<file path="src/rtl/accel_ctrl_pkg.sv">
// Shared definitions for the accelerator host-command controller.
//   opcode_e   : host command opcodes carried in cmd_opcode[1:0]
//   reg_id_e   : accelerator register selectors (A, B, Y)
//   state_e    : controller FSM states
//   ID_MAGIC   : payload returned by the ID command
//   addr_width : lane-index width, never narrower than one bit
package accel_ctrl_pkg;

  typedef enum logic [1:0] {
    OP_ID    = 2'd0,
    OP_WRITE = 2'd1,
    OP_READ  = 2'd2,
    OP_START = 2'd3
  } opcode_e;

  typedef enum logic [1:0] {
    REG_A = 2'd0,
    REG_B = 2'd1,
    REG_Y = 2'd2
  } reg_id_e;

  typedef enum logic [2:0] {
    ST_IDLE  = 3'd0,
    ST_WRITE = 3'd1,
    ST_READ  = 3'd2,
    ST_RUN   = 3'd3,
    ST_RESP  = 3'd4
  } state_e;

  localparam logic [31:0] ID_MAGIC = 32'hDEADBEEF;

  function automatic int addr_width(input int lanes);
    return (lanes > 1) ? $clog2(lanes) : 1;
  endfunction

endpackage

</file>
<file path="src/rtl/accel_ctrl_timer.sv">
// RUN-phase cycle counter for the command controller.
//   clock, reset : rising-edge clock, asynchronous active-low reset
//   clr          : restart the count at zero (wins over en)
//   en           : advance the count by one
//   count        : current count, zero-extended to DW
//   zero         : count is zero (first RUN cycle)
//   tc           : count has reached TIMEOUT-1 (last RUN cycle allowed)
module accel_ctrl_timer #(
  parameter int DW      = 32,
  parameter int TIMEOUT = 1024
) (
  input  logic          clock,
  input  logic          reset,
  input  logic          clr,
  input  logic          en,
  output logic [DW-1:0] count,
  output logic          zero,
  output logic          tc
);

  localparam int CW = (TIMEOUT > 1) ? $clog2(TIMEOUT) : 1;

  logic [CW-1:0] count_q;
  logic [CW-1:0] count_d;

  // Next count: clear has priority, otherwise advance while enabled.
  always_comb begin
    count_d = count_q;
    if (clr) begin
      count_d = {CW{1'b0}};
    end else if (en) begin
      count_d = count_q + {{(CW-1){1'b0}}, 1'b1};
    end else begin
      count_d = count_q;
    end
  end

  // Count register.
  always_ff @(posedge clock or negedge reset) begin
    if (!reset) begin
      count_q <= {CW{1'b0}};
    end else begin
      count_q <= count_d;
    end
  end

  assign count = DW'(count_q);
  assign zero  = (count_q == {CW{1'b0}});
  assign tc    = (count_q == CW'(TIMEOUT - 1));

endmodule

</file>
<file path="src/rtl/accel_cmd_ctrl.sv">
// Host-command sequencer for the accelerator register file and compute engine.
// Accepts one command at a time (WRITE, READ, START or ID) and returns exactly
// one response per accepted command.
//   clock, reset          : rising-edge clock, asynchronous active-low reset
//   cmd_valid/cmd_ready   : command handshake (ready only while idle)
//   cmd_opcode/id/addr/data : command fields
//   rsp_valid/rsp_ready   : response handshake
//   rsp_data/rsp_err      : response payload and error flag
//   acc_we/sel/addr/wdata : register write port toward the accelerator
//   acc_rdata             : combinational read of acc_sel/acc_addr
//   acc_start/acc_done    : compute start pulse and completion
//   busy                  : controller not idle
// All outputs are registered; they are computed from the next state.
module accel_cmd_ctrl
  import accel_ctrl_pkg::*;
#(
  parameter int  DW      = 32,
  parameter int  LANES   = 1,
  parameter int  TIMEOUT = 1024,
  localparam int AW      = addr_width(LANES)
) (
  input  logic          clock,
  input  logic          reset,
  input  logic          cmd_valid,
  output logic          cmd_ready,
  input  logic [31:0]   cmd_opcode,
  input  logic [31:0]   cmd_id,
  input  logic [31:0]   cmd_addr,
  input  logic [DW-1:0] cmd_data,
  output logic          rsp_valid,
  input  logic          rsp_ready,
  output logic [DW-1:0] rsp_data,
  output logic          rsp_err,
  output logic          acc_we,
  output logic [1:0]    acc_sel,
  output logic [AW-1:0] acc_addr,
  output logic [DW-1:0] acc_wdata,
  input  logic [DW-1:0] acc_rdata,
  output logic          acc_start,
  input  logic          acc_done,
  output logic          busy
);

  state_e        state_q,     state_d;
  logic          cmd_ready_q, cmd_ready_d;
  logic          busy_q,      busy_d;
  logic          rsp_valid_q, rsp_valid_d;
  logic [DW-1:0] rsp_data_q,  rsp_data_d;
  logic          rsp_err_q,   rsp_err_d;
  logic          acc_we_q,    acc_we_d;
  logic [1:0]    acc_sel_q,   acc_sel_d;
  logic [AW-1:0] acc_addr_q,  acc_addr_d;
  logic [DW-1:0] acc_wdata_q, acc_wdata_d;
  logic          acc_start_q, acc_start_d;

  logic          fire_s;
  opcode_e       op_s;
  logic          cmd_legal_s;
  logic          timer_clr_s;
  logic          timer_en_s;
  logic [DW-1:0] run_cnt_s;
  logic          run_zero_s;
  logic          run_tc_s;

  accel_ctrl_timer #(
    .DW      (DW),
    .TIMEOUT (TIMEOUT)
  ) u_timer (
    .clock (clock),
    .reset (reset),
    .clr   (timer_clr_s),
    .en    (timer_en_s),
    .count (run_cnt_s),
    .zero  (run_zero_s),
    .tc    (run_tc_s)
  );

  // Command decode: full-width range checks so stray upper bits are rejected.
  always_comb begin
    fire_s      = cmd_valid && cmd_ready_q;
    op_s        = opcode_e'(cmd_opcode[1:0]);
    cmd_legal_s = (cmd_opcode[31:2] == 30'd0) &&
                  (cmd_id <= {30'd0, REG_Y}) &&
                  (cmd_addr < 32'(LANES));
  end

  // Next-state and next-output logic.
  always_comb begin
    state_d     = state_q;
    rsp_data_d  = rsp_data_q;
    rsp_err_d   = rsp_err_q;
    acc_sel_d   = acc_sel_q;
    acc_addr_d  = acc_addr_q;
    acc_wdata_d = acc_wdata_q;
    timer_clr_s = 1'b0;
    timer_en_s  = 1'b0;

    case (state_q)
      ST_IDLE: begin
        if (fire_s) begin
          acc_sel_d   = cmd_id[1:0];
          acc_addr_d  = cmd_addr[AW-1:0];
          acc_wdata_d = cmd_data;
          if (!cmd_legal_s) begin
            state_d    = ST_RESP;
            rsp_data_d = {DW{1'b0}};
            rsp_err_d  = 1'b1;
          end else begin
            case (op_s)
              OP_ID: begin
                state_d    = ST_RESP;
                rsp_data_d = DW'(ID_MAGIC);
                rsp_err_d  = 1'b0;
              end
              OP_WRITE: state_d = ST_WRITE;
              OP_READ:  state_d = ST_READ;
              OP_START: begin
                state_d     = ST_RUN;
                timer_clr_s = 1'b1;
              end
              default: begin
                state_d    = ST_RESP;
                rsp_data_d = {DW{1'b0}};
                rsp_err_d  = 1'b1;
              end
            endcase
          end
        end else begin
          state_d = ST_IDLE;
        end
      end
      ST_WRITE: begin
        state_d    = ST_RESP;
        rsp_data_d = {DW{1'b0}};
        rsp_err_d  = 1'b0;
      end
      ST_READ: begin
        state_d    = ST_RESP;
        rsp_data_d = acc_rdata;
        rsp_err_d  = 1'b0;
      end
      ST_RUN: begin
        timer_en_s = 1'b1;
        // acc_done is ignored in the start cycle; done beats timeout on a tie.
        if (acc_done && !run_zero_s) begin
          state_d    = ST_RESP;
          rsp_data_d = run_cnt_s;
          rsp_err_d  = 1'b0;
        end else if (run_tc_s) begin
          state_d    = ST_RESP;
          rsp_data_d = DW'(TIMEOUT);
          rsp_err_d  = 1'b1;
        end else begin
          state_d = ST_RUN;
        end
      end
      ST_RESP: begin
        if (rsp_ready) begin
          state_d = ST_IDLE;
        end else begin
          state_d = ST_RESP;
        end
      end
      default: begin
        state_d = ST_IDLE;
      end
    endcase

    // Idle presents a quiet accelerator port and an empty response.
    if (state_d == ST_IDLE) begin
      acc_sel_d   = 2'd0;
      acc_addr_d  = {AW{1'b0}};
      acc_wdata_d = {DW{1'b0}};
      rsp_data_d  = {DW{1'b0}};
      rsp_err_d   = 1'b0;
    end else begin
      acc_sel_d   = acc_sel_d;
      acc_addr_d  = acc_addr_d;
      acc_wdata_d = acc_wdata_d;
    end

    cmd_ready_d = (state_d == ST_IDLE);
    busy_d      = (state_d != ST_IDLE);
    rsp_valid_d = (state_d == ST_RESP);
    acc_we_d    = (state_d == ST_WRITE);
    acc_start_d = (state_q == ST_IDLE) && (state_d == ST_RUN);
  end

  // State and output registers.
  always_ff @(posedge clock or negedge reset) begin
    if (!reset) begin
      state_q     <= ST_IDLE;
      cmd_ready_q <= 1'b1;
      busy_q      <= 1'b0;
      rsp_valid_q <= 1'b0;
      rsp_data_q  <= {DW{1'b0}};
      rsp_err_q   <= 1'b0;
      acc_we_q    <= 1'b0;
      acc_sel_q   <= 2'd0;
      acc_addr_q  <= {AW{1'b0}};
      acc_wdata_q <= {DW{1'b0}};
      acc_start_q <= 1'b0;
    end else begin
      state_q     <= state_d;
      cmd_ready_q <= cmd_ready_d;
      busy_q      <= busy_d;
      rsp_valid_q <= rsp_valid_d;
      rsp_data_q  <= rsp_data_d;
      rsp_err_q   <= rsp_err_d;
      acc_we_q    <= acc_we_d;
      acc_sel_q   <= acc_sel_d;
      acc_addr_q  <= acc_addr_d;
      acc_wdata_q <= acc_wdata_d;
      acc_start_q <= acc_start_d;
    end
  end

  assign cmd_ready = cmd_ready_q;
  assign busy      = busy_q;
  assign rsp_valid = rsp_valid_q;
  assign rsp_data  = rsp_data_q;
  assign rsp_err   = rsp_err_q;
  assign acc_we    = acc_we_q;
  assign acc_sel   = acc_sel_q;
  assign acc_addr  = acc_addr_q;
  assign acc_wdata = acc_wdata_q;
  assign acc_start = acc_start_q;

endmodule

</file>
<file path="config.mk">
export PLATFORM = sky130hd
export DESIGN_NAME = accel_cmd_ctrl
export DESIGN_NICKNAME = d
export VERILOG_FILES = /design/src/rtl/accel_ctrl_pkg.sv /design/src/rtl/accel_ctrl_timer.sv /design/src/rtl/accel_cmd_ctrl.sv
export SDC_FILE = /design/constraint.sdc
export NUM_CORES = 1
export LEC_CHECK = 0
export BUFFER_PORTS_ARGS = -buffer_cell sky130_fd_sc_hd__buf_2
export CAP_MARGIN = 30
export CORE_ASPECT_RATIO = 0.8
export CORE_MARGIN = 5
export CORE_UTILIZATION = 45
export DETAILED_ROUTE_END_ITERATION = 12
export GPL_TIMING_DRIVEN = 0
export PLACE_DENSITY = 0.81
export REMOVE_ABC_BUFFERS = 1
export SYNTH_ARGS = -nofsm -noshare
export SYNTH_HDL_FRONTEND = slang
export SYNTH_SLANG_ARGS = --single-unit
</file>
<file path="constraint.sdc">
create_clock -name clock -period 3 [get_ports clock]
set_input_delay 0.9 -clock clock [delete_from_list [all_inputs] [get_ports clock]]
set_output_delay 0.9 -clock clock [all_outputs]
set_load 0.01 [all_outputs]
</file>
Word level (Yosys, flattened, before mapping)
Cells that the tools add are included.

word-level totals
  bits in registers = 86
  input bits = 165
  output and inout bits = 73
  word-level logic and storage cells = 87

operators by class
  $add $sub $neg = 1
  $lt $le $gt $ge = 2
  equal/unequal tests = 14
  mux-type cells = 37
  reduce and logical (&&, ||, !) cells = 21

operators with widths
  cell                                                                                number
  32-bit 2-to-1 mux                                                                   9
  32-bit one-hot mux with 4 select lines                                              1
  32-bit by 2-bit less-or-equal comparator with 1-bit output (second input constant)  1
  32-bit by 1-bit < comparator with 1-bit output (second input constant)              1
  30-bit logical NOT                                                                  1
  3-bit one-hot mux with 4 select lines                                               2
  10-bit 2-to-1 mux                                                                   2
  3-bit 2-to-1 mux                                                                    5
  1-bit 2-to-1 mux                                                                    14
  10-bit by 1-bit adder with 10-bit output (second input constant)                    1
  10-bit equality test (second input constant)                                        1
  10-bit logical NOT                                                                  1
  3-bit by 2-bit equality test with 1-bit output (second input constant)              3
  4-bit AND reduction                                                                 2
  3-bit by 1-bit equality test with 1-bit output (second input constant)              2
  3-bit equality test (second input constant)                                         2
  3-bit logical NOT                                                                   2
  2-bit 2-to-1 mux                                                                    3
  2-bit nonzero test                                                                  3
  1-bit logical AND                                                                   5
  5-bit nonzero test                                                                  1
  2-bit equality test (second input constant)                                         2
  4-bit by 3-bit inequality test with 1-bit output (second input constant)            1
  4-bit inequality test (second input constant)                                       1
  other kinds (9)                                                                     9

Depth between registers and ports, before layout
Gate-level depths: netlist of run 1.

  depth after elaboration = 9
  depth in mapped cells = 10
  gate-level depth less buffers = 8

Hierarchy
A second synthesis of run 1 with hierarchy kept.

unflattened totals
  cell total of the unflattened synthesis = 460
  area, all modules = 4216.5 µm²

modules (own cells, without submodules)
  module            instances  cells an instance  area an instance (µm²)  seq. area each (µm²)
  accel_cmd_ctrl    1          380                3489.6                  1903.1
  accel_ctrl_timer  1          80                 726.9                   250.2

Worst setup path before layout of run 1
No wires, ideal clock.

  path type = input to register
  from = input acc_done
  to = register acc_addr_q (netlist: acc_addr)
  setup time = 0.119 ns
  arrival time = 2.429 ns
  required time = 2.881 ns
  slack = 0.452 ns
  stages = 9
  path buffers = 3
  path through = clkbuf_2 inv_1 a31oi_2 nor3b_4 or4_4 inv_2 buf_6 buf_6 a21oi_2

between the ends
  word-level cells in the longest chain between the ends = 6
  elaborated cells on any way between the ends = 8

ends and longest elaborated chain
  what                                       line                   RTL
  start, declared                            accel_cmd_ctrl.sv:40   input logic acc_done,
  1-bit logical AND (*)                      accel_cmd_ctrl.sv:145  if (acc_done && !run_zero_s) begin
  3-bit 2-to-1 mux (*)                       accel_cmd_ctrl.sv:145
  3-bit one-hot mux with 4 select lines (*)  accel_cmd_ctrl.sv:98   case (state_q)
  3-bit logical NOT (*)                      accel_cmd_ctrl.sv:170  if (state_d == ST_IDLE) begin
  2-bit nonzero test (no source line)        -
  2-bit AND reduction (no source line)       -
  end signal, assigned                       accel_cmd_ctrl.sv:200  acc_addr_q <= {AW{1'b0}};
  end signal, assigned                       accel_cmd_ctrl.sv:212  acc_addr_q <= acc_addr_d;
  end, declared                              accel_cmd_ctrl.sv:52   logic [AW-1:0] acc_addr_q, acc_addr_d;

Every way passes the cells marked *; elsewhere a longest branch is shown, timed or not.
A chain may end at the register's enable or synchronous reset.

Final worst setup path of run 1
  from = register u_timer.count_q[0]
  to = register acc_wdata_q[29] (netlist: acc_wdata[29])

between the ends
  word-level cells in the longest chain between the ends = 8
  elaborated cells on any way between the ends = 12

ends and longest elaborated chain
  what                                       line                    RTL
  start, declared                            accel_ctrl_timer.sv:23  logic [CW-1:0] count_q;
  start signal, assigned                     accel_ctrl_timer.sv:41  count_q <= {CW{1'b0}};
  start signal, assigned                     accel_ctrl_timer.sv:43  count_q <= count_d;
  10-bit logical NOT                         accel_ctrl_timer.sv:48  assign zero = (count_q == {CW{1'b0}});
  1-bit logical NOT                          accel_cmd_ctrl.sv:145
  1-bit logical AND                          accel_cmd_ctrl.sv:145
  3-bit 2-to-1 mux (*)                       accel_cmd_ctrl.sv:145
  3-bit one-hot mux with 4 select lines (*)  accel_cmd_ctrl.sv:98
  3-bit logical NOT (*)                      accel_cmd_ctrl.sv:170
  2-bit nonzero test (no source line)        -
  2-bit AND reduction (no source line)       -
  end signal, assigned                       accel_cmd_ctrl.sv:201   acc_wdata_q <= {DW{1'b0}};
  end signal, assigned                       accel_cmd_ctrl.sv:213   acc_wdata_q <= acc_wdata_d;
  end, declared                              accel_cmd_ctrl.sv:53    logic [DW-1:0] acc_wdata_q, acc_wdata_d;

Marks and branches as above.

==> flow_summary.toml, run 1 <==
[synth]
synth_common_cells = "nand2_1, dfrtp_1, a21oi_1"
syn_area_sq_um = 4280
synth_top_area_share_pct = 49.7
ys_types = 52
ys_seq_area_share_pct = 50.3
syn-mean-instance-area_sq_um = 8.95
ys_warn_count = 0
async_flop_share_pct = 100
yosys.area.top_type = "dfrtp_1"
synthCells = 478
ys_seq_elements = 86
synth_top_flop_cell = "dfrtp_1"
synth_area_leaders = "dfrtp_1, nand2_1, a21oi_1"
synth.most_common_cell = "nand2_1"
synth-edff-count = 0

[floorplan]
io_pins = 238
core_sq_um = 9150
initial_core_util_pct = 46.8
die_area_sq_um = 11600
die_y_um = 97.2
fp-row-count = 31
die_w_um = 119

[critical_path]
cp-start-kind = "flop"
path_max_fanout = 49
cp.required_ns = 3.19
crit_chain = "inv_1 -> ha_1 -> nor4b_2 -> a31oi_2 -> nor3b_4 -> or4_4 -> inv_4 -> a21oi_1"
path_class = "reg -> reg"
critical-path-max-stage-delay_ns = 0.71
slowest_stage = "or4_4"
crit_path_end_kind = "flop"
crit_arrival_ns = 3.01

[grt]
grt_usage_pct = 23.8
grt_pass1_vias = 4527
grt_overflow = 0
antenna_found_initial = 2
grt_max_degree = 59
grt_pass1_wl_mm = 22.5

[placed_design]
pre_cts_slack_ns = -0.805
dp_hpwl_mm = 10.6
port_buffers = 237
post-place-cells = 804
gp_congestion = 0.871

[detailed_routing]
vias = 4418
vias_per_cell = 5.39
firstDrtPassIters = 5
final_antenna_net_count = 0
drt_wl_total_mm = 13.8
drc = 0
post_drt_wl_per_cell_um = 16.8
drtIter0Drc = 262

[clock_tree]
cts_tree = "yes"
clock_latency_ns = 0.34
clockRootBuffer = "clkbuf_16"
cts-buffers-inserted = 9
cts_buffer_depth = 2
htreeDepth = 3
hold_buffers = 0
post_cts_buffers = 0
clock-sinks = 86
path_clk_slew_ns = 0.06

[sta]
rsz0062_at_grt = "no"
finalMaxSlewViolations = 0
whs_ns = 0.485
setup_viol = 0
worst_pin_slew_ns = 0.824
final.setup.tns_ns = 0
fin_crit_ns = 2.83
timing_hold_violations_final = 0
maxSlewHeadroom_pct = 45.1
layout_setup_ws_ns = 0.174
fmax_ghz = 0.354
skew_ns = 0.00550
fin_crit_sh_pct = 94.2

[power_and_ir_drop]
p_per_area_nw_per_um2 = 590
ir_drop_mv = 0.329
power.leakage_nw = 2.90

[finish]
drive_gt1_share_pct = 40.8
layout.nets = 867
n_antenna_cell = 0
synthToLayoutAreaGrowth_pct = 38.1
fin_cells = 819

[run]
maxCapViolCount = 0

[status]
status = "complete, no violations"

[hold_path]
hp-class = "in -> async"
-- layout make-up --
type | instances | area (sq um)
multi-input cells | 353 | 1960
clock inverters | 5 | 108
well taps | 115 | 144
fillers | 784 | 3240
inverters | 6 | 25.0
flip-flops and latches | 86 | 2150
clock buffers | 10 | 239
repair buffers | 244 | 1280
-- cells in the final DEF (no fill, tap or decap), types with 3 or more instances in the layout --
| cell type | instances |
|---|---|
| a21oi_1 | 46 |
| inv_1 | 5 |
| and2_1 | 3 |
| xnor2_1 | 4 |
| buf_4 | 5 |
| o2111ai_1 | 3 |
| a211o_1 | 15 |
| o21ai_0 | 22 |
| nor3_1 | 4 |
| a21oi_2 | 10 |
| dfrtp_1 | 84 |
| buf_2 | 236 |
| xor2_1 | 5 |
| clkbuf_16 | 9 |
| o21ai_1 | 13 |
| nor2_1 | 30 |
| nand2_1 | 122 |
| nand3_1 | 6 |
| bufinv_16 | 3 |
| nor4_1 | 23 |
| nand4_1 | 11 |
-- routing by layer --
| layer | GRT usage (%) | up-vias | routed length (um) |
|---|---|---|---|
| met5 | 0 | - | 34 |
| li1 | - | 2123 | - |
| met3 | 8.67 | 18 | 1270 |
| met4 | 6.14 | 4 | 167 |
| met2 | 40.4 | 187 | 6810 |
| met1 | 28.6 | 2086 | 5480 |
-- repair_timing --
item | CTS | global route
setup endpoints to repair | 66 | 20
endpoints found under the hold margin | 0 | 0
gates resized for setup | 4 | 3
-- cell families after synthesis --
family | synth area share (%)
muxes | 0.234
buffers and inverters | 4.50
AOI/OAI and AO/OA | 18.8
xor gates and xnor gates | 1.84
and+or+nand+nor | 23.7
adders and majority gates | 0.585
DFF | 50.3
-- sequential cells by signal, indices dropped and copies added (netlist names) --
name,cells
rsp_data,32
busy,1
rsp_valid,1
acc_sel,2
cmd_ready,1
acc_wdata,32
state_q,3
acc_start,1
acc_we,1
rsp_err,1
u_timer.count_q,10
acc_addr,1
-- report_power, final --
part / leakage [nW] / total [W] / switching, W / internal [W]
clock: 0.169 / 0.00129 / 0.000453 / 0.000834
combinational: 1.60 / 0.000872 / 0.000575 / 0.000297
sequential: 1.13 / 0.00133 / 0.0000696 / 0.00126
total: 2.90 / 0.00349 / 0.00110 / 0.00239
-- stage by stage --
stage / total power (W) / instance area [sq um] / util [%]
3_5_place_dp: 0.00222 / 5550 / 60.6
4_1_cts: 0.00351 / 5900 / 64.5
2_1_floorplan: 0.00177 / 4110 / -
6_report: 0.00349 / 5910 / 64.6
3_3_place_gp: 0.00214 / 5440 / 59.4
5_1_grt: 0.00366 / 5910 / 64.6
-- path summary, 6_finish.rpt --
check                                                    start                             end  slack, ns  depth (start not counted)
worst max-delay path            u_timer.count_q[0]$_DFFE_PN0P_       acc_wdata[29]$_DFFE_PN0P_       0.17                          8
worst min-delay path                                     reset  u_timer.count_q[4]$_DFFE_PN0P_       0.49                          1
worst max register to register  u_timer.count_q[0]$_DFFE_PN0P_       acc_wdata[29]$_DFFE_PN0P_       0.17                          8
worst min register to register        rsp_data[26]$_DFFE_PN0P_        rsp_data[26]$_DFFE_PN0P_       0.52                          2
max in group asynchronous                                reset       acc_wdata[28]$_DFFE_PN0P_       1.90                          2
min in group clock                    rsp_data[26]$_DFFE_PN0P_        rsp_data[26]$_DFFE_PN0P_       0.52                          2
-- worst max-delay path: cells and delay by family (launching register included) --
family                   cells  cell delay, ns
AO/OA/AOI/OAI                2            0.46
adder cells (fa/ha/maj)      1            0.20
buffers and inverters        2            0.57
flip-flops                   1            0.43
AND/OR/NAND/NOR              3            0.99
(Power assumes the default switching activity.)
==> run 2: changes to the inputs <==
--- a/config.mk
+++ b/config.mk
@@ -9,10 +9,11 @@
 export CAP_MARGIN = 30
 export CORE_ASPECT_RATIO = 0.8
 export CORE_MARGIN = 5
-export CORE_UTILIZATION = 45
+export CORE_UTILIZATION = 46
+export CTS_BUF_LIST = sky130_fd_sc_hd__clkbuf_8
 export DETAILED_ROUTE_END_ITERATION = 12
 export GPL_TIMING_DRIVEN = 0
-export PLACE_DENSITY = 0.81
+export PLACE_DENSITY = 0.83
 export REMOVE_ABC_BUFFERS = 1
 export SYNTH_ARGS = -nofsm -noshare
 export SYNTH_HDL_FRONTEND = slang
==> run 2 against run 1 <==
Net effect:
- non-clock buffer count fell by 1
- sequential share of layout area is 0.84 points higher
- first-iteration DRC count grew 14%
- global-route usage is 0.22 points lower
- setup slack gained 0.015 ns
- flip-flop and latch count unchanged
- hold slack better by 0.027 ns
- clock skew increased by 0.0079 ns
- critical endpoint is now rsp_data[18]$_DFFE_PN0P_
- largest cell class unchanged
==> flow_summary.toml, run 2 (synthesis gave the netlist of run 1 again) <==
[status]
status = "complete, no violations"

[detailed_routing]
drt_wl_total_mm = 13.7
top_layer_used = "met5"
drc = 0
m1WireLength_mm = 5.24
firstDrtPassIters = 5
post_drt_wl_per_cell_um = 16.7
vias = 4430
drtIter0Drc = 299
final_antenna_net_count = 0
vias_per_cell = 5.41
route.met2.wl_mm = 6.81
wl_met3_mm = 1.38

[clock_tree]
path_clk_slew_ns = 0.10
clock-sinks = 86
cts_buffer_depth = 2
clockRootBuffer = "clkbuf_8"
clock_latency_ns = 0.36
hold_buffers = 0
cts-buffers-inserted = 9
htreeDepth = 3
cts_tree = "yes"
post_cts_buffers = 0

[floorplan]
core_sq_um = 9080
initial_core_util_pct = 47.2
fp-row-count = 31
die_w_um = 118
die_area_sq_um = 11300
die_y_um = 96.3
io_pins = 238

[critical_path]
crit_chain = "inv_1 -> ha_1 -> nor4b_2 -> a31oi_2 -> nor3b_4 -> or2_4 -> nor2_1 -> buf_6 -> o21ai_0"
critical-path-max-stage-delay_ns = 0.60
cp-start-kind = "flop"
crit_arrival_ns = 3.05
rrSetupSlack_ns = 0.19
path_max_fanout = 28
slowest_stage = "nor2_1"
path_class = "reg -> reg"
crit_path_end_kind = "flop"
cp.required_ns = 3.24

[sta]
finalMaxSlewViolations = 0
timing_hold_violations_final = 0
setup_viol = 0
fin_crit_ns = 2.81
fin_crit_sh_pct = 93.7
fmax_ghz = 0.356
rsz0062_at_grt = "no"
maxSlewHeadroom_pct = 37.3
worst_pin_slew_ns = 0.933
layout_setup_ws_ns = 0.189
skew_ns = 0.0134

[placed_design]
gp_congestion = 0.855
pre_cts_slack_ns = -0.808
port_buffers = 237
post-place-cells = 803
dp_hpwl_mm = 10.5
place_area_sq_um = 5530

[finish]
final_cell_area_sq_um = 5780
final_util_pct = 63.7
layout_common_cells = "buf_2, nand2_1, dfrtp_1"
multiInputGateArea_sq_um = 1950
drive_gt1_share_pct = 40.6
n_antenna_cell = 0
layout.nets = 866
fin_cells = 819
synthToLayoutAreaGrowth_pct = 35.0
final_common_cell = "buf_2"
fillers = 775
regArea_sq_um = 2150

[grt]
grt_pass1_wl_mm = 21.6
grt_max_degree = 50
grt_overflow = 0
grt_pass1_vias = 4436
antenna_found_initial = 2
grt_usage_pct = 23.6

[power_and_ir_drop]
power.leakage_nw = 2.84
p_per_area_nw_per_um2 = 542
ir_drop_mv = 0.446
power_w = 0.00313

[hold_path]
hp-class = "in -> async"

[run]
maxCapViolCount = 0
[run 2: power breakdown]
group	switching (W)	total [W]	internal [W]
logic	0.000572	0.000867	0.000295
clock network	0.000454	0.000935	0.000481
registers	0.0000708	0.00133	0.00126
total	0.00110	0.00313	0.00204
[run 2: final timing paths]
| kind | start | end | cells after the start |
|---|---|---|---|
| max in group asynchronous | reset | rsp_data[22]$_DFFE_PN0P_ | 2 |
| min in group clock | rsp_data[11]$_DFFE_PN0P_ | rsp_data[11]$_DFFE_PN0P_ | 2 |
| setup / recovery | u_timer.count_q[0]$_DFFE_PN0P_ | rsp_data[18]$_DFFE_PN0P_ | 9 |
| hold / removal | reset | u_timer.count_q[3]$_DFFE_PN0P_ | 1 |
| setup reg to reg | u_timer.count_q[0]$_DFFE_PN0P_ | rsp_data[18]$_DFFE_PN0P_ | 9 |
| hold reg to reg | rsp_data[11]$_DFFE_PN0P_ | rsp_data[11]$_DFFE_PN0P_ | 2 |
[run 2: layer usage]
layer | track usage (%) | up-vias
met5 | 0 | -
met4 | 6.49 | 4
met3 | 8.93 | 20
met2 | 41.1 | 193
met1 | 27.7 | 2101
li1 | - | 2112
[run 2: area by class of cell]
cell class / instances / area share, %
inverter: 6 / 0.476
multi-input combinational: 353 / 33.8
timing repair buffer: 243 / 22.0
clock inverter: 7 / 1.78
sequential: 86 / 37.3
clock buffer: 9 / 2.14
tap: 115 / 2.49
[run 2: what timing repair did]
| action | CTS | global route |
|---|---|---|
| setup endpoints to repair | 68 | 17 |
| gates resized for setup | 4 | 3 |
| hold endpoints to repair | 0 | 0 |
[run 2: stage by stage]
step                setup TNS (ns)  hold WS [ns]
floorplan                  -140.91         0.547
global placement           -302.21         0.502
detailed placement          -30.30         0.506
CTS                              0         0.515
global route                     0         0.533
finish                           0         0.512
[run 2: critical path: cells and delay by family, from the launching register on]
kind | cells | cell delay (ns)
simple gates | 4 | 1.25
compound gates | 2 | 0.48
flops | 1 | 0.44
buf+inv | 2 | 0.30
fa+ha+maj | 1 | 0.20
